File: src/rtl/store_monitor.sv
`default_nettype none
// +-----------------------------------------------------------------------------
// | Module   : store_monitor
// | Purpose  : Watches the data-memory write port and logs stores in a FIFO.
// |            Flags PASS, FAIL or TIMEOUT, which stay set until reset.
// | Revision : 1.0 - initial release
// +-----------------------------------------------------------------------------
module store_monitor #(
  parameter logic [31:0] PASS_ADDR      = 32'h00008054,
  parameter logic [31:0] PASS_DATA      = 32'h00000001,
  parameter logic [31:0] ALLOW_LO       = 32'h00008000,
  parameter logic [31:0] ALLOW_HI       = 32'h00008050,
  parameter int unsigned TIMEOUT_CYCLES = 1000,
  parameter int unsigned LOG_DEPTH      = 8
) (
  input  logic        clk,
  input  logic        reset,
  input  logic        memwrite,
  input  logic [31:0] dataadr,
  input  logic [31:0] writedata,
  input  logic        log_rd,
  output logic        log_valid,
  output logic [31:0] log_adr,
  output logic [31:0] log_data,
  output logic        log_overflow,
  output logic [15:0] store_count,
  output logic [31:0] cycle_count,
  output logic        done,
  output logic        pass,
  output logic        fail,
  output logic        timeout
);

  localparam int unsigned IDX_W        = $clog2(LOG_DEPTH);
  localparam int unsigned PTR_W        = IDX_W + 1;
  localparam logic [31:0] TIMEOUT_LAST = 32'(TIMEOUT_CYCLES - 1);

  typedef enum logic [1:0] {
    S_RUN     = 2'd0,
    S_PASS    = 2'd1,
    S_FAIL    = 2'd2,
    S_TIMEOUT = 2'd3
  } state_t;

  state_t           state;
  state_t           state_next;
  logic [PTR_W-1:0] wr_ptr;
  logic [PTR_W-1:0] rd_ptr;
  logic [31:0]      mem_adr  [LOG_DEPTH];
  logic [31:0]      mem_data [LOG_DEPTH];

  logic in_run;
  logic push_req;
  logic push;
  logic pop;
  logic empty;
  logic full;
  logic is_pass_store;
  logic in_window;

  assign in_run        = (state == S_RUN);
  assign push_req      = in_run && memwrite;
  assign empty         = (wr_ptr == rd_ptr);
  assign full          = (wr_ptr[PTR_W-1] != rd_ptr[PTR_W-1]) &&
                         (wr_ptr[IDX_W-1:0] == rd_ptr[IDX_W-1:0]);
  assign pop           = log_rd && !empty;
  // A simultaneous pop frees the slot the push is about to take.
  assign push          = push_req && (!full || pop);
  assign is_pass_store = (dataadr == PASS_ADDR) && (writedata == PASS_DATA);
  assign in_window     = (dataadr >= ALLOW_LO) && (dataadr <= ALLOW_HI) &&
                         (dataadr != PASS_ADDR);

  always_ff @(posedge clk) begin
    if (reset) begin
      state <= S_RUN;
    end else begin
      state <= state_next;
    end
  end

  always_comb begin
    state_next = state;
    pass       = 1'b0;
    fail       = 1'b0;
    timeout    = 1'b0;
    case (state)
      S_RUN: begin
        if (memwrite) begin
          if (is_pass_store) begin
            state_next = S_PASS;
          end else if (!in_window) begin
            state_next = S_FAIL;
          end
        end else if (cycle_count == TIMEOUT_LAST) begin
          state_next = S_TIMEOUT;
        end
      end
      S_PASS:    pass = 1'b1;
      S_FAIL:    fail = 1'b1;
      S_TIMEOUT: begin
        fail    = 1'b1;
        timeout = 1'b1;
      end
      default: state_next = S_RUN;
    endcase
    done = pass | fail;
  end

  always_ff @(posedge clk) begin
    if (reset) begin
      store_count <= 16'h0000;
      cycle_count <= 32'h0000_0000;
    end else begin
      if (push_req && (store_count != 16'hFFFF)) begin
        store_count <= store_count + 16'h0001;
      end
      // The timeout edge itself does not advance the count.
      if (in_run && !memwrite && (cycle_count != TIMEOUT_LAST) &&
          (cycle_count != 32'hFFFF_FFFF)) begin
        cycle_count <= cycle_count + 32'h0000_0001;
      end
    end
  end

  always_ff @(posedge clk) begin
    if (reset) begin
      wr_ptr       <= '0;
      rd_ptr       <= '0;
      log_overflow <= 1'b0;
    end else begin
      if (push) begin
        wr_ptr <= wr_ptr + PTR_W'(1);
      end
      if (pop) begin
        rd_ptr <= rd_ptr + PTR_W'(1);
      end
      if (push_req && !push) begin
        log_overflow <= 1'b1;
      end
    end
  end

  always_ff @(posedge clk) begin
    if (push) begin
      mem_adr[wr_ptr[IDX_W-1:0]]  <= dataadr;
      mem_data[wr_ptr[IDX_W-1:0]] <= writedata;
    end
  end

  assign log_valid = !empty;
  assign log_adr   = empty ? 32'h0 : mem_adr[rd_ptr[IDX_W-1:0]];
  assign log_data  = empty ? 32'h0 : mem_data[rd_ptr[IDX_W-1:0]];

endmodule
`default_nettype wire
File: config.mk
export PLATFORM = sky130hd
export DESIGN_NAME = store_monitor
export DESIGN_NICKNAME = d
export VERILOG_FILES = /design/src/rtl/store_monitor.sv
export SDC_FILE = /design/constraint.sdc
export NUM_CORES = 1
export LEC_CHECK = 0
export BUFFER_PORTS_ARGS = -buffer_cell sky130_fd_sc_hd__clkbuf_2
export CAP_MARGIN = 0
export CORE_MARGIN = 8
export CORE_UTILIZATION = 42
export CTS_CLUSTER_SIZE = 10
export DETAILED_ROUTE_END_ITERATION = 10
export PLACE_DENSITY = 0.67
export SETUP_SLACK_MARGIN = 0.1
export SYNTH_ARGS = -nofsm -noshare
export SYNTH_HDL_FRONTEND = slang
export SYNTH_SLANG_ARGS = --single-unit
File: constraint.sdc
create_clock -name clk -period 17 [get_ports clk]
set_clock_uncertainty 0.2 [all_clocks]
set_input_delay 1.7 -clock clk [delete_from_list [all_inputs] [get_ports clk]]
set_output_delay 1.7 -clock clk [all_outputs]
set_load 0.02 [all_outputs]
==> After elaboration in Yosys (flattened, before gate mapping) <==
Memories as Yosys holds them, arrays and structs flattened. A register that Yosys moved wholly into a read port is not among the register bits.
Cells that the tools add are included.
{ "totals": {"ff_bits": 59, "ramBits": 512, "word_cells": 65, "mem_count": 2} }
{ "classes": {"add_sub_neg": 4, "n_lt_le_gt_ge": 2, "eq_ne": 14, "n_mux": 15, "bitwise_logic": 1, "n_reduce_logical": 21} }
{ "mem_list": {"columns": ["memory", "depth", "word_bits", "read_ports", "rd_ports_with_merged_regs", "write_ports", "line_no", "source"], "rows": [
  ["mem_adr", 8, 32, 1, 1, 1, "49", "logic [31:0] mem_adr [LOG_DEPTH];"],
  ["mem_data", 8, 32, 1, 1, 1, "50", "logic [31:0] mem_data [LOG_DEPTH];"]
]} }
{ "op_table": {"columns": ["op", "count"], "rows": [
  ["32-bit two-way mux", 2],
  ["32-bit by 1-bit adder with 32-bit output (second input constant)", 1],
  ["32-bit by 1-bit == test with 1-bit output (second input constant)", 1],
  ["32-bit by 10-bit == test with 1-bit output (second input constant)", 1],
  ["32-bit by 16-bit == test with 1-bit output (second input constant)", 1],
  ["32-bit by 16-bit greater-or-equal comparator with 1-bit output (second input constant)", 1],
  ["32-bit by 16-bit less-or-equal comparator with 1-bit output (second input constant)", 1],
  ["32-bit by 10-bit != test with 1-bit output (second input constant)", 1],
  ["32-bit by 16-bit != test with 1-bit output (second input constant)", 1],
  ["32-bit != test (second input constant)", 1],
  ["16-bit by 1-bit adder with 16-bit output (second input constant)", 1],
  ["16-bit != test (second input constant)", 1],
  ["1-bit logical AND", 12],
  ["3-bit two-way mux", 4],
  ["4-bit by 1-bit adder with 4-bit output (second input constant)", 2],
  ["2-bit two-way mux", 4],
  ["1-bit two-way mux", 5],
  ["2-bit == test (second input constant)", 2],
  ["4-bit == test", 1],
  ["1-bit zero test", 4],
  ["3-bit == test", 1],
  ["3-bit != test (second input constant)", 1],
  ["3-bit AND reduction", 1],
  ["2-bit by 1-bit == test with 1-bit output (second input constant)", 1],
  ["6 further kinds", 6]
]} }

==> Depth between registers and ports, before layout <==
Gate-level depths: netlist of run 1.
{ "depth": {"ltp_word": 7, "depth_mapped": 9, "depth_no_buf": 7} }

==> Least setup slack after synthesis of run 1 <==
OpenSTA, ideal clock, no wires.
{ "synth_timing": {"kind": "input port to flip-flop", "from": "in memwrite", "to": "mem mem_adr[2][0] (enable)", "setup_ns": 0.578, "arrival_time_ns": 7.064, "required_time_ns": 16.222, "setup_slack_ns": 9.158, "cell_stages": 5, "cell_sequence": "and3_1 -> clkbuf_1 -> o21a_1 -> nand2b_1 -> nor3b_1"} }
{ "synth_between": {"elab_chain_cells": 4} }
{ "synth_rtl": {"columns": ["item", "line_no", "source"], "rows": [
  ["start, declared", "18", "input logic memwrite,"],
  ["1-bit logical AND", "62", "assign push_req = in_run && memwrite;"],
  ["1-bit logical AND", "68", "assign push = push_req && (!full || pop);"],
  ["1-bit two-way mux", "144", "if (push) begin"],
  ["1-bit two-way mux (implied by the code)", "145", "mem_adr[wr_ptr[IDX_W-1:0]] <= dataadr;"],
  ["end, declared", "49", null]
]} }
No other way between the ends.

==> impl_metrics.json, run 1 <==
{
  "layout_common_cells": "512 x edfxtp_1, 185 x clkbuf_2, 128 x mux4_2",
  "cts_root_buf": "clkbuf_16",
  "avgSynthCellArea_um2": 18.5,
  "min_period_over_period": 0.327,
  "h-tree-depth": 3,
  "async_flop_share": 0,
  "rows": 85,
  "finalMaxSlewViolations": 0,
  "syn_area_um2": 22800,
  "port_buffers": 185,
  "status": "completed",
  "synth.distinct_cells": 55,
  "utilization": 0.491,
  "wire_per_inst_um": 23.8,
  "finalPower_mw": 3.40,
  "syn2layout_area_growth_pct": 15.8,
  "cts-buffers-inserted": 68,
  "yosysWarnings": 0,
  "ys_top_cells_by_area": "edfxtp_1 67%, mux4_2 13%, dfxtp_1 5.4%",
  "insertion_delay_ps": 580,
  "crit_arrival_ps": 3660,
  "p_sw_frac": 0.250,
  "dpl-instance-area_um2": 24600,
  "ant_nets": 0,
  "final_design_area_no_fill_um2": 26400,
  "worstSetupPathType": "flop to output port",
  "antenna_found_initial": 10,
  "hold_violations": 0,
  "drtIter0Drc": 910,
  "p_comb_frac": 0.153,
  "end_kind": "output port",
  "worstMarginPinSlew_ps": 1110,
  "power_density_nw_per_um2": 129,
  "clkTransAtPathRegs_ps": 60,
  "setup_viol": 0,
  "dieWidth_um": 249,
  "core-area_um2": 53800,
  "viasPerCell": 5.71,
  "instances_no_fill": 2157,
  "power_frac_seq": 0.473,
  "rsz0062_at_grt": "no",
  "syn_nets": 1303,
  "ys_seq_area_frac": 0.728,
  "synthCells": 1231,
  "grt_pass1_wl_um": 77800,
  "period_needed_ps": 5560,
  "multiInputGateArea_um2": 5940,
  "synthFlopType": "edfxtp_1",
  "gp_congestion": 0.823,
  "netSwitchingPower_mw": 0.851,
  "maxSlewHeadroom": 0.256,
  "cts_resized": 0,
  "drtPass1Iterations": 5,
  "drt_wl_total_um": 51300,
  "dpl.cell_count": 2067,
  "regArea_um2": 16600,
  "dieArea_um2": 62100,
  "fillers": 4449,
  "via_count": 12300,
  "grt_use_total": 0.163,
  "drc": 0,
  "timing.fmax_mhz": 180,
  "grt_max_degree": 67,
  "tns_ps": 0,
  "synth_edf_count": 512,
  "p_clk_frac": 0.374,
  "hold_buffers": 0,
  "yosys.area.top_type": "edfxtp_1",
  "cp_max_fo": 51,
  "post-cts-setup-buffers": 0,
  "dp_hpwl_um": 29400,
  "cts_tree": "built",
  "ys_ff_latch": 574,
  "die_y_um": 249,
  "io_pins": 186,
  "p_int_mw": 2.55,
  "clock_path_buffers": 3,
  "crit_path_start_kind": "flop",
  "netlist.area_leader.share": 0.673,
  "drive_gt1_frac": 0.301,
  "power_leakage_nw": 8.45,
  "nets": 1513,
  "cts_sinks": 574,
  "required_ps": 15100,
  "max_cap_viol_count": 0,
  "grt_pass1_vias": 12700,
  "grt_overflow": 0,
  "layout_commonest_cell": "edfxtp_1",
  "irDropWorstVdd_uv": 66.7,
  "start_util": 0.424,
  "hp-class": "flop to flop"
}
==> sequential cells by signal (all words and copies together), names as in the netlist, named ones only <==
signal and count:
wr_ptr 4, rd_ptr 4, mem_adr 256, log_overflow 1, store_count 16, mem_data 256, state 2, cycle_count 32
==> area by class of cell <==
cell class	instances	share of cell area
clock buffers	82	0.0679
inverters	8	0.00114
well taps	696	0.0329
diodes	4	0.000378
multi-input cells	582	0.225
repair buffers	207	0.0413
clock inverters	4	0.00293
flip-flops and latches	574	0.629
==> layer usage <==
metal	routed length [um]	track usage	vias to the layer above
li1	-	-	5452
met1	21900	0.216	6376
met2	24700	0.261	406
met3	3820	0.0456	77
met4	842	0.0463	12
met5	71	0	-
==> power groups by stage <==
stage	Combinational [mW]	Clock, mW	Sequential [mW]
6_report	0.521	1.27	1.61
5_1_grt	0.563	1.35	1.62
4_1_cts	0.536	1.30	1.61
3_5_place_dp	0.536	0	1.64
3_3_place_gp	0.531	0	1.64
2_1_floorplan	0.385	0	1.61
==> synth_stat cells (all sizes together) (6+ instances only) <==
master	instances
mux4	128
edfxtp	512
xnor2	8
a21oi	33
mux2i	67
and3	13
o31ai	22
and4	9
o21ai	12
nor3	8
nor4	21
o211ai	9
clkbuf	34
nor2	97
xor2	9
or4	25
inv	8
nand3	20
nand4	24
nand2	17
buf	33
dfxtp	62
and2	6
or3	9
==> cells by family (layout without fill, tap and decap cells) <==
logic type,Yosys count,in the layout,share of synthesized area
xor+xnor,17,17,0.00652
fa+ha+maj,4,4,0.00219
mux,199,199,0.158
other cells,0,4,0
flops,574,574,0.728
compound gates,93,93,0.0266
buf+inv,75,301,0.0142
simple gates,269,269,0.0650
==> metrics by stage <==
| stage | hold WS, ps | worst slack, ps |
|---|---|---|
| 4_1_cts | 300 | 11230 |
| 6_report | 301 | 11440 |
| 3_5_place_dp | 292 | 11860 |
| 2_1_floorplan | 270 | 9160 |
| 3_3_place_gp | 287 | 11860 |
| 5_1_grt | 327 | 11050 |
==> path summary, 6_finish.rpt <==
check | startpoint | endpoint | slack (ps) | depth (start not counted)
min | wr_ptr[3] | wr_ptr[3] | 300 | 2
max reg2reg | wr_ptr[0] | mem_data[7][21] | 13400 | 5
max | flop | log_adr[29] | 11440 | 5
min reg2reg | wr_ptr[3] | wr_ptr[3] | 300 | 2
==> critical path: stages (launching register included) <==
cell and delay (ps):
dfxtp_4 1030, buf_4 930, mux4_2 600, mux2i_1 210, nor2_1 80, clkbuf_2 200
No activity file was read; power rests on OpenSTA's default activity.
==> inputs of run 2 (changes only) <==
Settings changed: ABC_AREA set to 1.
Clock period 17 ns to 5.2 ns, I/O delays scaled along.
==> impl_metrics.json, run 2 <==
{
  "period_needed_ps": 3780,
  "syn_area_um2": 24100,
  "syn_nets": 2243,
  "ys_seq_area_frac": 0.691,
  "hold_buffers": 0,
  "drtIter0Drc": 1333,
  "start_util": 0.426,
  "critPathMaxStageDelay_ps": 600,
  "rrSetupSlack_ps": 2060,
  "pre_cts_slack_ps": 1940,
  "hp-class": "primary input to flop",
  "whs_endpoint": "mem_adr[3][21]",
  "yosys.area.top_type": "edfxtp_1",
  "rsz0062_at_grt": "no",
  "dpl-instance-area_um2": 25700,
  "status": "completed",
  "cts_tree": "built",
  "cp_max_fo": 44,
  "final_design_area_no_fill_um2": 27600,
  "hold_violations": 0,
  "core-area_um2": 56500,
  "clock_path_buffers": 3,
  "finalMaxSlewViolations": 0,
  "viasPerCell": 5.41,
  "timing.fmax_mhz": 265,
  "layout_commonest_cell": "nor2_1",
  "drtPass1Iterations": 5,
  "synthTopCellsByCount": "646 x nor2_1, 512 x edfxtp_1, 224 x nand2_1",
  "crit_arrival_ps": 3060,
  "grt_use_total": 0.176,
  "io_pins": 186,
  "drc": 0,
  "cts_root_buf": "clkbuf_16",
  "drive_gt1_frac": 0.131,
  "die_y_um": 255,
  "post-cts-setup-buffers": 0,
  "power_density_nw_per_um2": 420,
  "dp_hpwl_um": 34700,
  "grt_pass1_vias": 16900,
  "async_flop_share": 0,
  "cts_sinks": 574,
  "antenna_found_initial": 5,
  "max_cap_viol_count": 0,
  "end_kind": "output port",
  "dieWidth_um": 255,
  "reg2reg_from": "wr_ptr[2]",
  "required_ps": 4480,
  "clkTransAtPathRegs_ps": 50,
  "via_count": 16800,
  "grt_pass1_wl_um": 93100,
  "syn2layout_area_growth_pct": 14.5,
  "synthCells": 2171,
  "worstPathCellList": "xor2_1 > nor2_1 > nand3_2 > buf_4 > o21ai_0 > nor2_1 > clkbuf_2",
  "ant_nets": 0,
  "layout_common_cells": "639 x nor2_1, 512 x edfxtp_1, 224 x nand2_1",
  "wire_per_inst_um": 19.2,
  "instances_no_fill": 3107,
  "cts-buffers-inserted": 68,
  "drt_wl_total_um": 59800,
  "rr_endpoint": "mem_data[0][5]",
  "slowest_stage": "buf_4",
  "dpl.cell_count": 3008,
  "r2r_cells": 7,
  "utilization": 0.488,
  "min_period_over_period": 0.727,
  "cts_resized": 0,
  "nets": 2394,
  "layout_setup_ws_ps": 1420,
  "worstSetupPathType": "flop to output port",
  "setup_viol": 0,
  "min-delay-start": "dataadr[21]",
  "power_leakage_nw": 9.46,
  "netlist.area_leader.share": 0.639,
  "cpMostUsedCell": "nor2_1",
  "grt_overflow": 0,
  "synth_edf_count": 512,
  "dieArea_um2": 65200,
  "yosysWarnings": 0,
  "worstMarginPinSlew_ps": 1090,
  "holdPathStages": 1,
  "port_buffers": 185,
  "grt_max_degree": 257,
  "avgSynthCellArea_um2": 11.1,
  "gp_congestion": 0.895,
  "maxSlewHeadroom": 0.276,
  "h-tree-depth": 3,
  "crit_path_start_kind": "flop",
  "synth.distinct_cells": 33,
  "ys_top_cells_by_area": "edfxtp_1 64%, nor2_1 10%, dfxtp_1 5.2%",
  "irDropWorstVdd_uv": 222,
  "tns_ps": 0,
  "insertion_delay_ps": 590,
  "ys_ff_latch": 574,
  "rows": 87,
  "synthFlopType": "edfxtp_1",
  "synth.most_common_cell": "nor2_1"
}
-- run 2: cell type report --
| cell class | count | area, um2 |
|---|---|---|
| multi-input cells | 1399 | 6690 |
| well taps | 756 | 946 |
| clock inverters | 7 | 76.3 |
| clock buffers | 87 | 1790 |
| flip-flops and latches | 574 | 16600 |
| inverters | 74 | 285 |
| repair buffers | 205 | 1140 |
| diodes | 5 | 12.5 |
| fillers | 4938 | 28900 |
-- run 2: power by group --
part / internal [mW] / switching (mW) / total [mW]
clock network: 2.40 / 1.71 / 4.11
logic: 0.661 / 1.58 / 2.24
registers: 5.14 / 0.0928 / 5.23
total: 8.20 / 3.37 / 11.6
-- run 2: per-layer routing --
layer / wire, um / up-vias / part of all wire / GRT usage
met3: 4070 / 102 / 0.068 / 0.0453
met1: 25600 / 8182 / 0.43 / 0.225
met5: 27 / - / 0.00045 / 0
li1: - / 7980 / - / -
met4: 1520 / 4 / 0.025 / 0.0553
met2: 28600 / 528 / 0.48 / 0.293
-- run 2: how the worst max path moves through the flow --
stage	to	from	cells past startpoint
2_1_floorplan	mem_adr[0][0]	wr_ptr[2]	7
3_3_place_gp	mem_data[6][3]	memwrite	7
3_5_place_dp	mem_data[5][5]	memwrite	8
4_1_cts	log_adr[1]	wr_ptr[2]	7
5_1_grt	log_data[31]	wr_ptr[2]	7
6_report	log_adr[1]	wr_ptr[2]	7
-- run 2: cell families (layout without fill, tap and decap cells) --
| group | count (synthesis) | after routing | share of synthesized area |
|---|---|---|---|
| buffers and inverters | 198 | 373 | 0.0345 |
| other | 0 | 5 | 0 |
| AO/OA/AOI/OAI | 383 | 383 | 0.0996 |
| flip-flops | 574 | 574 | 0.691 |
| AND/OR/NAND/NOR | 982 | 982 | 0.162 |
| XOR/XNOR | 30 | 30 | 0.0109 |
| adder cells (fa/ha/maj) | 4 | 4 | 0.00208 |
-- run 2: per-stage QoR --
| step | power [mW] | hold WS, ps |
|---|---|---|
| after floorplan | 6.80 | 264 |
| final | 11.6 | 35.4 |
| after CTS | 11.7 | 3.29 |
| after global placement | 7.53 | 272 |
| after global routing | 12.1 | 16.2 |
| after detailed placement | 7.58 | 277 |
-- run 2: critical path: cells and delay by family (launching register included) --
kind	cells	cell delay [ps]
AOI/OAI and AO/OA	1	170
xor gates and xnor gates	1	230
buffers and inverters	2	840
DFF	1	440
and+or+nand+nor	3	790
==> inputs of run 3 (changes only) <==
Settings changed: ABC_AREA 1 to 0, PLACE_DENSITY 0.67 to 0.7.
Clock period 5.2 ns to 3.05 ns, I/O delays scaled along.
==> impl_metrics.json, run 3 (same netlist as run 1, synthesis figures left out) <==
{
  "layout_common_cells": "512 x edfxtp_1, 185 x clkbuf_2, 128 x mux4_2",
  "cts_tree": "built",
  "hp-class": "primary input to flop",
  "antenna_found_initial": 3,
  "max_cap_viol_count": 0,
  "cp_max_fo": 15,
  "power_leakage_nw": 8.96,
  "start_util": 0.424,
  "grt_max_degree": 65,
  "worstSetupPathType": "flop to output port",
  "worstMarginPinSlew_ps": 796,
  "dieWidth_um": 249,
  "dieArea_um2": 62100,
  "setup_viol": 0,
  "status": "completed",
  "grt_use_total": 0.163,
  "cts_sinks": 574,
  "syn2layout_area_growth_pct": 21.4,
  "gp_congestion": 0.838,
  "grt_pass1_vias": 13300,
  "dpl-instance-area_um2": 25000,
  "via_count": 12600,
  "final_design_area_no_fill_um2": 27700,
  "dp_hpwl_um": 29800,
  "utilization": 0.515,
  "io_pins": 186,
  "min_period_over_period": 0.940,
  "rsz0062_at_grt": "yes",
  "core-area_um2": 53800,
  "cts_root_buf": "clkbuf_16",
  "irDropWorstVdd_uv": 471,
  "finalMaxSlewViolations": 0,
  "layout_commonest_cell": "edfxtp_1",
  "required_ps": 2540,
  "clock_path_buffers": 3,
  "finalPower_mw": 19.4,
  "end_kind": "output port",
  "rows": 85,
  "insertion_delay_ps": 590,
  "drc": 0,
  "drtPass1Iterations": 5,
  "power_density_nw_per_um2": 700,
  "crit_arrival_ps": 2360,
  "h-tree-depth": 3,
  "drive_gt1_frac": 0.303,
  "ant_nets": 0,
  "viasPerCell": 5.64,
  "cts-buffers-inserted": 68,
  "maxSlewHeadroom": 0.469,
  "timing.fmax_mhz": 349,
  "crit_path_start_kind": "flop",
  "drtIter0Drc": 1076,
  "drt_wl_total_um": 51700,
  "wire_per_inst_um": 23.1,
  "grt_overflow": 0,
  "nets": 1599,
  "clkTransAtPathRegs_ps": 50,
  "hold_violations": 0,
  "period_needed_ps": 2870,
  "port_buffers": 185,
  "die_y_um": 249,
  "grt_pass1_wl_um": 79100
}
[run 3: changes by cell type in the layout (fill, tap and decap cells not counted), sizes merged, moves of 19 or more]
cell,before,now
nor2,652,97
or4,0,25
nand2,225,17
dlygate4sd3,0,66
o21ai,201,12
o32ai,128,0
o31ai,0,22
mux2i,0,67
mux4,0,128
a21oi,54,33
nor4,0,21
buf,20,39
nand3,79,20
inv,76,10
[run 3: power by group]
group | internal (mW) | switching, mW | total (mW)
Clock | 4.09 | 2.95 | 7.04
Sequential | 8.76 | 0.0794 | 8.84
Combinational | 1.55 | 1.97 | 3.52
[run 3: final timing paths]
path / start / end / slack [ps] / cells after the start
max: flop / log_data[1] / 180 / 6
min: reset / store_count[6] / 210 / 2
max reg2reg: cycle_count[10] / cycle_count[12] / 560 / 5
min reg2reg: rd_ptr[3] / rd_ptr[3] / 300 / 2
[run 3: critical path, cell delays in order, from the launching register on]
cell      delay [ps]
dfxtp_4          430
buf_4            160
buf_16           170
mux4_2           510
mux2i_1          260
nor2_1            80
clkbuf_2         160
[run 3: final cells by class]
type                            instances  area, um2
Fill cell                            4243      26100
Sequential cell                       574      16600
Inverter                                8       30.0
Clock inverter                          9        128
Clock buffer                           79       1760
Multi-Input combinational cell        582       6010
Antenna cell                            1       2.50
Timing Repair Buffer                  293       2290
Tap cell                              696        871
[run 3: what timing repair did]
action,CTS,global route
gates cloned,2,2
setup buffers,0,4
resized for setup,2,4
endpoints found under the hold margin,521,0
setup endpoints to repair,12,34
hold buffers,66,0
[run 3: routing by layer]
layer,share of wire,global-route usage,vias to the layer above
li1,-,-,5617
met1,0.43,0.217,6538
met2,0.49,0.266,423
met3,0.065,0.0378,65
met4,0.018,0.0493,4
met5,0.00043,0,-
[run 3: through the flow]
| step | worst slack, ps | hold slack, ps | TNS (ps) | instances |
|---|---|---|---|---|
| finish | 184 | 210 | 0 | 2242 |
| floorplan | -338 | 204 | -126400 | 1231 |
| detailed placement | 158 | 290 | 0 | 2079 |
| global route | 75.0 | 280 | 0 | 2241 |
| global placement | 172 | 285 | 0 | 2079 |
| CTS | 72.6 | 186 | 0 | 2235 |
